File: src/rtl/dmem_ctrl.sv
// Data-memory access controller: fixed-latency reads and single-cycle writes
// against a synchronous pixel RAM, with range checking and a done handshake.
module dmem_ctrl #(
    parameter int ADDR_W  = 16,
    parameter int DATA_W  = 8,
    parameter int LATENCY = 2
) (
    input  logic              clock,
    input  logic              rst,
    input  logic [31:0]       abus,
    input  logic [31:0]       wdata,
    input  logic              mem_rd,
    input  logic              mem_wr,
    output logic              busy,
    output logic              done,
    output logic              addr_err,
    output logic [31:0]       rdata,
    output logic              mem_en,
    output logic              mem_we,
    output logic [ADDR_W-1:0] mem_addr,
    output logic [DATA_W-1:0] mem_din,
    input  logic [DATA_W-1:0] mem_dout
);

    localparam int CNT_W = (LATENCY > 1) ? $clog2(LATENCY) : 1;

    typedef enum logic [1:0] {
        IDLE    = 2'd0,
        RD_WAIT = 2'd1,
        WR      = 2'd2,
        FIN     = 2'd3
    } state_t;

    state_t              state_r, state_next_s;
    logic [CNT_W-1:0]    cnt_r, cnt_next_s;
    logic [ADDR_W-1:0]   mem_addr_r, addr_next_s;
    logic [DATA_W-1:0]   mem_din_r, din_next_s;
    logic [31:0]         rdata_r, rdata_next_s;
    logic                mem_en_r, en_next_s;
    logic                mem_we_r, we_next_s;
    logic                busy_r, done_r, addr_err_r, err_next_s;
    logic                out_of_range_s;
    logic                unused_wdata_s;

    // Any address bit above the RAM range rejects the request.
    assign out_of_range_s = ((abus >> ADDR_W) != 32'd0);
    assign unused_wdata_s = ^(wdata >> DATA_W);

    // Next-state and next-output logic for the access sequencer.
    always_comb begin
        state_next_s = state_r;
        cnt_next_s   = cnt_r;
        addr_next_s  = mem_addr_r;
        din_next_s   = mem_din_r;
        rdata_next_s = rdata_r;
        en_next_s    = 1'b0;
        we_next_s    = 1'b0;
        err_next_s   = 1'b0;
        case (state_r)
            // FIN also samples so a held request starts with no dead cycle.
            IDLE, FIN: begin
                state_next_s = IDLE;
                if (mem_wr || mem_rd) begin
                    if (out_of_range_s) begin
                        err_next_s = 1'b1;
                    end else if (mem_wr) begin
                        state_next_s = WR;
                        addr_next_s  = abus[ADDR_W-1:0];
                        din_next_s   = wdata[DATA_W-1:0];
                        en_next_s    = 1'b1;
                        we_next_s    = 1'b1;
                    end else begin
                        state_next_s = RD_WAIT;
                        addr_next_s  = abus[ADDR_W-1:0];
                        cnt_next_s   = CNT_W'(LATENCY - 1);
                        en_next_s    = 1'b1;
                    end
                end else begin
                    state_next_s = IDLE;
                end
            end
            RD_WAIT: begin
                if (cnt_r == '0) begin
                    rdata_next_s = 32'(mem_dout);
                    state_next_s = FIN;
                end else begin
                    cnt_next_s = cnt_r - CNT_W'(1);
                    en_next_s  = 1'b1;
                end
            end
            WR: begin
                state_next_s = FIN;
            end
            default: begin
                state_next_s = IDLE;
            end
        endcase
    end

    // State and registered outputs; reset aborts any access in flight.
    always_ff @(posedge clock or posedge rst) begin
        if (rst) begin
            state_r    <= IDLE;
            cnt_r      <= '0;
            mem_addr_r <= '0;
            mem_din_r  <= '0;
            rdata_r    <= 32'd0;
            mem_en_r   <= 1'b0;
            mem_we_r   <= 1'b0;
            busy_r     <= 1'b0;
            done_r     <= 1'b0;
            addr_err_r <= 1'b0;
        end else begin
            state_r    <= state_next_s;
            cnt_r      <= cnt_next_s;
            mem_addr_r <= addr_next_s;
            mem_din_r  <= din_next_s;
            rdata_r    <= rdata_next_s;
            mem_en_r   <= en_next_s;
            mem_we_r   <= we_next_s;
            busy_r     <= (state_next_s != IDLE);
            done_r     <= (state_next_s == FIN);
            addr_err_r <= err_next_s;
        end
    end

    assign busy     = busy_r;
    assign done     = done_r;
    assign addr_err = addr_err_r;
    assign rdata    = rdata_r;
    assign mem_en   = mem_en_r;
    assign mem_we   = mem_we_r;
    assign mem_addr = mem_addr_r;
    assign mem_din  = mem_din_r;

endmodule

File: config.mk
export PLATFORM = sky130hd
export DESIGN_NAME = dmem_ctrl
export DESIGN_NICKNAME = d
export VERILOG_FILES = /design/src/rtl/dmem_ctrl.sv
export SDC_FILE = /design/constraint.sdc
export NUM_CORES = 1
export LEC_CHECK = 0
export BUFFER_PORTS_ARGS = -buffer_cell sky130_fd_sc_hd__buf_4
export CAP_MARGIN = 25
export CORE_UTILIZATION = 30
export DETAILED_ROUTE_END_ITERATION = 8
export GPL_ROUTABILITY_DRIVEN = 0
export PLACE_DENSITY = 0.65
export SLEW_MARGIN = 20
export SYNTH_ARGS = -nofsm -noshare
export SYNTH_HDL_FRONTEND = slang
export SYNTH_SLANG_ARGS = --single-unit
File: constraint.sdc
create_clock -name clock -period 1.6 [get_ports clock]
set_clock_uncertainty 0.05 [all_clocks]
set_input_delay 0.08 -clock clock [delete_from_list [all_inputs] [get_ports clock]]
set_output_delay 0.08 -clock clock [all_outputs]
set_load 0.005 [all_outputs]
==> summary.md <==
| Metric | Value |
|---|---|
| Worst slew pin tran | `0.647 ns` |
| DRC viols | `0` |
| CTS Sinks | `40` |
| Yosys reg bits | `40` |
| Sequential-to-total area share from yosys stat | `54.4%` |
| CP startpoint kind | `register` |
| RSZ-0062 raised after global routing | `yes` |
| CTS max path bufs | `2` |
| CTS tree | `yes` |
| Final setup fails | `10` |
| RR Startpoint | `state_r[1]$_DFF_PP0_` |
| Die area | `6450 µm²` |
| Hold Crit Endpoint | `addr_err$_DFF_PP0_` |
| Initial DRC count | `38` |
| Syn avg cell area | `13.8 µm²` |
| Initial antenna violation count | `0` |
| Total grt overflow | `0` |
| Critical path capture point type | `register` |
| # diodes | `0` |
| Final wirelength | `4160 µm` |
| Fin. Hold Viols | `0` |
| Initial Util | `31.1%` |
| Clock-pin slew on the worst setup and hold paths | `0.08 ns` |
| WL per Instance | `12.1 µm` |
| Crit path required time | `1.73 ns` |
| Core Area | `5920 µm²` |
| Power, Total | `2030 µW` |
| Slowest CP cell | `dfrtp_1` |
| Synthesized instance count | `133` |
| Vias/cell | `4.13` |
| DRT antenna net count | `0` |
| Root Buffer | `clkbuf_8` |
| Synth unique cells | `26` |
| Cell area power density | `665 nW/µm²` |
| Hold WS | `0.169 ns` |
| Final Cell Area | `3060 µm²` |
| Reg2reg setup slack | `-0.02 ns` |
| Synth-to-layout area growth | `66.3%` |
| IO Port Bufs | `88` |
| HPWL Detailed | `2720 µm` |
| Clk_lat worst skew | `0.28 ns` |
| Global Route Usage Sum | `13.1%` |
| DP Area | `2550 µm²` |
| Die Width | `80.3 µm` |
| Max-slew headroom | `56.6%` |
| Status | `complete, but fails checks` |
| Max-Cap Viols | `0` |
| Leak Pwr | `0.00158 µW` |
| Num ports | `137` |
| Fmax | `0.619 GHz` |
| Crit-path max cell delay | `0.41 ns` |
| Commonest cells after routing, fill and taps aside | `buf_4 (97), dfrtp_1 (40), dlygate4sd3_1 (34), conb_1 (24), mux2_2 (18)` |
| Yosys warns | `0` |
| Worst vdd ir | `0.000444 V` |
| Critical path cell sequence | `ha_4, o21ai_2, nor2b_4, clkbuf_16, mux2_4` |
| Tcrit/Tclk final | `101%` |
| Vias in the first global route | `1,428` |
| Die height | `80.3 µm` |
| Synthesized area | `1840 µm²` |
| Core Rows | `28` |
| Vias post-DR | `1,422` |
| Hold depth | `4` |
| Critical Path Fanout Max | `8` |
| Hold Path Origin | `mem_rd` |
| Num CTS Buffers | `5` |
| Final WS setup | `-0.0161 ns` |
| Hold WC Path Type | `input pin to register` |
| Fin crit period | `1.62 ns` |
| Failing checks | `negative setup slack` |
| Proportion of layout cells with a drive suffix above 1 | `55.0%` |
| Crit path DAT | `1.74 ns` |
| Global-route wire length before repair | `6280 µm` |
| Largest net degree at the start of global routing | `20` |
| Nets | `346` |
| R2r worst-path depth | `5` |
| Setup Crit Path Kind | `register to register` |
| Commonest non-fill, non-tap cell in the layout | `buf_4` |
| RR Endpoint | `mem_addr[4]$_DFFE_PP0P_` |
| H-tree depth | `2` |
| First-pass DRT Iterations | `4` |
| Final Max Slew Viols | `0` |
-- Yosys cell counts (all sizes together) --
library cell | count | share of area, %
o22ai | 1 | 0.34
nor4 | 4 | 2.4
nor3 | 1 | 0.27
inv | 3 | 0.61
clkbuf | 1 | 0.20
or2b | 1 | 0.41
ha | 2 | 1.4
o21ai | 2 | 0.54
nand2 | 3 | 0.61
nor2b | 3 | 1.2
a311oi | 1 | 0.48
nand3 | 1 | 0.27
conb | 1 | 0.20
nor2 | 2 | 0.41
mux2 | 32 | 22
o21bai | 1 | 0.41
dfrtp | 40 | 54
and4 | 1 | 0.61
buf | 27 | 12
and3 | 1 | 0.41
a21oi | 5 | 1.4
-- per-layer routing --
layer / GRT usage (%) / share of wire, %
met2: 23.6 / 51
met4: 5.36 / 0.96
met1: 14.2 / 40
met3: 3.86 / 8.1
met5: 0 / 0
-- logic make-up (layout without fill, tap and decap cells) --
group	after synthesis	count (layout)	share of synthesized area, %
compound gates	10	10	3.13
fa+ha+maj	2	2	1.36
buf+inv	31	144	12.7
flops	40	40	54.4
mux	32	32	21.6
other cells	1	24	0.204
simple gates	17	17	6.53
-- through the flow --
step / instances / TNS, ns / worst slack (ns) / util, %
after floorplan: 156 / 0 / 0.000955 / -
after global placement: 300 / -0.827 / -0.0575 / 43.1
after detailed placement: 300 / -0.340 / -0.0447 / 43.1
after CTS: 342 / -0.112 / -0.0249 / 50.8
after global routing: 344 / -0.883 / -0.0672 / 51.6
final: 344 / -0.116 / -0.0161 / 51.6
-- how the worst max path moves through the flow --
| stage | start | endpoint | slack (ns) | cells after the start |
|---|---|---|---|---|
| 2_1_floorplan | state_r[1]$_DFF_PP0_ | mem_addr[0]$_DFFE_PP0P_ | 0.001 | 6 |
| 3_3_place_gp | abus[20] | mem_addr[8]$_DFFE_PP0P_ | -0.06 | 6 |
| 3_5_place_dp | abus[20] | mem_addr[15]$_DFFE_PP0P_ | -0.04 | 6 |
| 4_1_cts | state_r[0]$_DFF_PP0_ | mem_addr[11]$_DFFE_PP0P_ | -0.02 | 6 |
| 5_1_grt | state_r[0]$_DFF_PP0_ | mem_addr[4]$_DFFE_PP0P_ | -0.07 | 6 |
| 6_report | state_r[1]$_DFF_PP0_ | mem_addr[4]$_DFFE_PP0P_ | -0.02 | 5 |
-- power breakdown --
part           switching [µW]  internal (µW)
Clock                     342            461
Combinational            74.0            143
Sequential              0.566           1010
-- flip-flops by register name, indices dropped and copies added (netlist names) --
register and cells:
addr_err 1, busy 1, cnt_r 1, done 1
mem_addr 16, mem_din 8, mem_en 1, mem_we 1
rdata 8, state_r 2
-- final cells by class --
type | count | area [µm²]
fillers | 505 | 2860
clock inverters | 3 | 42.5
multi-input cells | 85 | 727
clock buffers | 5 | 68.8
well taps | 75 | 93.8
repair buffers | 133 | 1110
flip-flops and latches | 40 | 1000
inverters | 3 | 11.3
-- critical path: cells and delay by family, from the launching register on --
family,cells,cell delay (ns)
AOI/OAI and AO/OA,1,0.07
adders and majority gates,1,0.29
buffers and inverters,1,0.19
DFF,1,0.41
muxes,1,0.30
and+or+nand+nor,1,0.18
-- repair_timing --
item                                    CTS  global route
pin swaps                                 0             2
gates cloned                              0             1
setup buffers                             0             1
hold endpoints to repair                 50             0
endpoints found under the setup margin    6            25
gates resized for setup                   1             4
hold buffers                             34             0
(Power assumes the default switching activity.)
